File: src/rtl/tri_feeder.sv
// Triangle issuer feeding rast: drops off-screen triangles, queues the rest, honours rast stalls.
// Optional TRI_FEEDER_STATS_EN adds saturating drop/issue counters.
module tri_feeder #(
  parameter int SIGFIG = 24,
  parameter int VERTS  = 3,
  parameter int AXIS   = 3,
  parameter int COLORS = 3,
  parameter int DEPTH  = 4,
  parameter int CNTW   = 16
) (
  input  logic                                        clk,
  input  logic                                        rst,
  input  logic [VERTS-1:0][AXIS-1:0][SIGFIG-1:0]      in_tri_S,
  input  logic [COLORS-1:0][SIGFIG-1:0]               in_color_U,
  input  logic                                        in_valid_H,
  output logic                                        in_ready_H,
  input  logic [1:0][SIGFIG-1:0]                      screen_RnnnnS,
  input  logic                                        halt_RnnnnL,
  output logic [VERTS-1:0][AXIS-1:0][SIGFIG-1:0]      tri_R10S,
  output logic [COLORS-1:0][SIGFIG-1:0]               color_R10U,
  output logic                                        validTri_R10H,
  output logic                                        idle_H
`ifdef TRI_FEEDER_STATS_EN
  ,
  output logic [CNTW-1:0]                             stat_drop_U,
  output logic [CNTW-1:0]                             stat_issue_U
`endif
);

  localparam int PW = $clog2(DEPTH);

  typedef logic [VERTS-1:0][AXIS-1:0][SIGFIG-1:0] tri_t;
  typedef logic [COLORS-1:0][SIGFIG-1:0]          col_t;

  tri_t          mem_tri [DEPTH];
  col_t          mem_col [DEPTH];
  logic [PW-1:0] wr_ptr;
  logic [PW-1:0] rd_ptr;
  logic [PW:0]   count;
  logic          full;
  logic          empty;
  logic          on_screen;
  logic          accept;
  logic          push;
  logic          xfer;
  logic          load;

  assign full       = (count == (PW+1)'(DEPTH));
  assign empty      = (count == '0);
  assign in_ready_H = !rst && !full;
  assign accept     = in_valid_H && in_ready_H;
  assign push       = accept && on_screen;
  assign xfer       = validTri_R10H && halt_RnnnnL;
  assign load       = (!validTri_R10H || xfer) && !empty;
  assign idle_H     = empty && !validTri_R10H;

  // Signed bounds: a set sign bit means the coordinate is below zero.
  always_comb begin
    on_screen = 1'b1;
    for (int unsigned v = 0; v < VERTS; v++) begin
      if (in_tri_S[v][0][SIGFIG-1] ||
          ($signed(in_tri_S[v][0]) > $signed(screen_RnnnnS[0])))
        on_screen = 1'b0;
      if (in_tri_S[v][1][SIGFIG-1] ||
          ($signed(in_tri_S[v][1]) > $signed(screen_RnnnnS[1])))
        on_screen = 1'b0;
    end
  end

  always_ff @(posedge clk) begin
    if (push) begin
      mem_tri[wr_ptr] <= in_tri_S;
      mem_col[wr_ptr] <= in_color_U;
    end
  end

  always_ff @(posedge clk) begin
    if (rst) begin
      wr_ptr        <= '0;
      rd_ptr        <= '0;
      count         <= '0;
      validTri_R10H <= 1'b0;
      tri_R10S      <= '0;
      color_R10U    <= '0;
    end else begin
      if (push)
        wr_ptr <= wr_ptr + PW'(1);
      if (load) begin
        tri_R10S      <= mem_tri[rd_ptr];
        color_R10U    <= mem_col[rd_ptr];
        rd_ptr        <= rd_ptr + PW'(1);
        validTri_R10H <= 1'b1;
      end else if (xfer) begin
        validTri_R10H <= 1'b0;
      end
      if (push && !load)
        count <= count + (PW+1)'(1);
      else if (!push && load)
        count <= count - (PW+1)'(1);
    end
  end

`ifdef TRI_FEEDER_STATS_EN
  always_ff @(posedge clk) begin
    if (rst) begin
      stat_drop_U  <= '0;
      stat_issue_U <= '0;
    end else begin
      if (accept && !on_screen && (stat_drop_U != '1))
        stat_drop_U <= stat_drop_U + CNTW'(1);
      if (xfer && (stat_issue_U != '1))
        stat_issue_U <= stat_issue_U + CNTW'(1);
    end
  end
`endif

endmodule

File: config.mk
export PLATFORM = sky130hd
export DESIGN_NAME = tri_feeder
export DESIGN_NICKNAME = d
export VERILOG_FILES = /design/src/rtl/tri_feeder.sv
export SDC_FILE = /design/constraint.sdc
export NUM_CORES = 2
export LEC_CHECK = 0
export ABC_AREA = 1
export CAP_MARGIN = 30
export CORE_MARGIN = 4
export CORE_UTILIZATION = 35
export CTS_CLUSTER_DIAMETER = 80
export DETAILED_ROUTE_END_ITERATION = 8
export SYNTH_ARGS = -nofsm -noshare
export SYNTH_HDL_FRONTEND = slang
export SYNTH_SLANG_ARGS = --single-unit
export TNS_END_PERCENT = 5
File: constraint.sdc
create_clock -name clk -period 15.2 [get_ports clk]
set_clock_uncertainty 0.05 [all_clocks]
set_input_delay 2.28 -clock clk [delete_from_list [all_inputs] [get_ports clk]]
set_output_delay 2.28 -clock clk [all_outputs]
set_load 0.01 [all_outputs]
==> reports/qor.txt <==
Status = complete, but fails checks
Failing checks = max-slew violations
Initial antenna violation count = 44
Clock Latency Late Sink = 0.79 ns
Drt initial violations = 3033
Actual slew at the worst max-slew pin = 1.51 ns
CORE AREA = 159000 um^2
TritonRoute pass-1 iters = 5
CTS Buf Count = 155
DRC = 0
Rel. slew slack = -0.00628
CTS HTree Levels = 4
GRT Overall Usage = 0.186
Clock-pin transition on the worst setup and hold timing paths = 0.06 ns
Number of library cell types mapped by synthesis = 35
IO Pins = 631
Yosys top cell area share = 0.614
Simple-gate area share of the yosys netlist = 0.101
Die Ht = 409 um
Via density = 4.98
FFs w/ async S/R, synth = 0
Largest net degree at the start of global routing = 227
Area Growth Syn to Fin = 24.3%
Post-Synth Adder-Cell Area = 0.0334
Initial Util = 0.354
Leak = 0.0243 uW
CTS Hold Bufs = 0
GPL Wtd Cong = 0.790
Endpoints failing setup = 0
Root buf cell = clkbuf_16
Fin Hold WS = 0.451 ns
Setup Fix Bufs, Post-CTS = 0
Post-Synth XOR/XNOR Area = 0
Layout cells sized above 1 = 0.0594
Clk buf depth = 3
Critical path peak fanout = 135
# clock sinks = 1448
Fill cells = 14400
Crit path time final = 7.12 ns
Syn Inst Count = 4704
Post-Route WL = 161 mm
Peak supply drop = 0.148 mV
Worst Path Arrival = 7.46 ns
RSZ-0062 raised after global routing = false
Post-Syn Nets = 5194
Crit path kind = input pin to flop
Nets = 5742
Largest family of logic cells by synthesized area = compound AO/OA/AOI/OAI gates
Most common cell in the synthesized netlist = nor2_1
Compound-Gate Fraction of Synth Area = 0.117
Wire length per cell = 21.3 um
Post-synth EDFFs = 1152
Setup_tns = 0 ns
First-pass GRT wire length = 236 mm
CP endpoint kind = flop
Fmax = 0.141 GHz
Die W = 409 um
Synth area leaders = edfxtp_1 61%, dfxtp_1 11%, nor2_1 8.0%
Slew Limit Fails = 19
Synth Area per Inst = 12.0 um^2
DP Wirelength = 97.3 mm
Sequential-to-total area share from yosys stat = 0.719
Final worst-path cycle share = 0.468
Crit start category = input pin
Final Hold Viols = 0
Seq cells post-synth = 1448
Synth Warn # = 0
Port Buffers = 630
Top FF cell, synth = edfxtp_1
DR vias = 37700
Die area = 167000 um^2
Grt ovf = 0
Vias in the first global route = 35900
Worst EP required = 15.55 ns
Most frequent cells after synthesis = 1198 x nor2_1, 1152 x edfxtp_1, 875 x o21ai_0
Netlist Area Pre-Place = 56300 um^2
ANT nets after route = 0
Max-cap violations = 0
Hold crit path type = flop to flop
CTS tree = done
Cell Rows = 146
Post-synthesis mux area share = 0
P per Cell Area = 167 nW/um^2
Post-cts gate resize count = 0
Leading area contributor after synthesis = edfxtp_1
## cells by family (layout without fill, tap and decap cells)
family          count (synthesis)  in the layout
buf+inv                       422           1101
other cells                     0             34
flops                        1448           1448
simple gates                 1450           1450
compound gates               1234           1234
fa+ha+maj                     150            150
## registers in the layout, indices dropped and copies added (netlist names)
name	flops
color_R10U	72
count	3
mem_col	288
mem_tri	864
rd_ptr	2
tri_R10S	216
validTri_R10H	1
wr_ptr	2
## placed cells by master (no fill, tap or decap), types with 3 or more instances in the layout
cell	Yosys	routed
a21o_1	9	9
a21oi_1	55	55
a31oi_1	289	289
buf_12	0	11
buf_16	0	5
buf_4	0	32
bufinv_16	0	10
clkbuf_1	187	40
clkbuf_16	0	155
clkbuf_8	0	14
clkdlybuf4s50_1	0	630
clkinv_1	1	15
clkinv_16	0	6
clkinv_2	0	28
clkinv_4	0	3
clkinv_8	0	4
clkinvlp_4	0	5
dfxtp_1	296	294
diode_2	0	34
edfxtp_1	1152	1152
ha_1	149	149
inv_1	130	130
inv_6	0	3
inv_8	0	6
nand2_1	182	182
nand2_2	7	7
nand3_1	14	14
nand3_2	4	4
nand4_1	14	14
nand4_2	4	4
nor2_1	1198	1197
nor2_2	9	5
nor2_4	3	8
nor3_1	6	6
o21a_1	3	3
o21ai_0	875	875
## critical path, cell delays in order
cell,delay (ns)
clkdlybuf4s50_1,0.64
ha_1,0.47
nand2_1,0.09
nor2_1,0.20
nand3b_1,0.15
nor2_1,0.23
nand2_1,0.19
nand4_1,0.11
nand2_1,0.07
nand2_2,0.10
nand2_4,0.06
nor2_4,0.16
nand2_4,0.13
nor2_4,0.14
buf_12,0.55
buf_4,0.81
buf_4,0.72
## layout make-up
| class | instances | area, um^2 | area share |
|---|---|---|---|
| Antenna cell | 34 | 85.1 | 0.00122 |
| Multi-Input combinational cell | 2834 | 14200 | 0.202 |
| Inverter | 135 | 529 | 0.00756 |
| Clock buffer | 209 | 4220 | 0.0603 |
| Sequential cell | 1448 | 40500 | 0.579 |
| Timing Repair Buffer | 678 | 6900 | 0.0986 |
| Clock inverter | 79 | 906 | 0.0129 |
| Tap cell | 2146 | 2690 | 0.0383 |
## metrics by stage
step | instance area, um^2 | instances | util | setup WS (ns) | total power, uW
after floorplan | 56300 | 4704 | - | 3.60 | 6550
after global placement | 64600 | 7233 | 0.406 | 7.17 | 7960
after detailed placement | 64800 | 7240 | 0.407 | 7.20 | 8030
after CTS | 69900 | 7528 | 0.439 | 8.04 | 11800
after global routing | 70000 | 7545 | 0.440 | 7.81 | 12300
final | 70000 | 7563 | 0.440 | 8.08 | 11700
## power by group
part | leakage (uW) | internal (uW) | switching (uW)
Sequential | 0.0128 | 4580 | 253
Clock | 0.00249 | 2150 | 1600
Combinational | 0.00895 | 1170 | 1930
## layer usage
layer / wire, um / track usage
met5: 116 / 0
met4: 4750 / 0.0682
met3: 12100 / 0.0520
met2: 77400 / 0.304
met1: 67000 / 0.237
## worst paths after layout
path | from | endpoint | slack (ns) | cells after the start
setup reg to reg | count[1]$_SDFFE_PP0P_ | mem_col[3][46]$_DFFE_PP_ | 10.50 | 10
setup / recovery | in_tri_S[23] | mem_col[3][46]$_DFFE_PP_ | 8.08 | 17
hold reg to reg | count[2]$_SDFFE_PP0P_ | count[2]$_SDFFE_PP0P_ | 0.45 | 2
hold / removal | count[2]$_SDFFE_PP0P_ | count[2]$_SDFFE_PP0P_ | 0.45 | 2
Note: power is estimated with default switching activity, not from simulation.
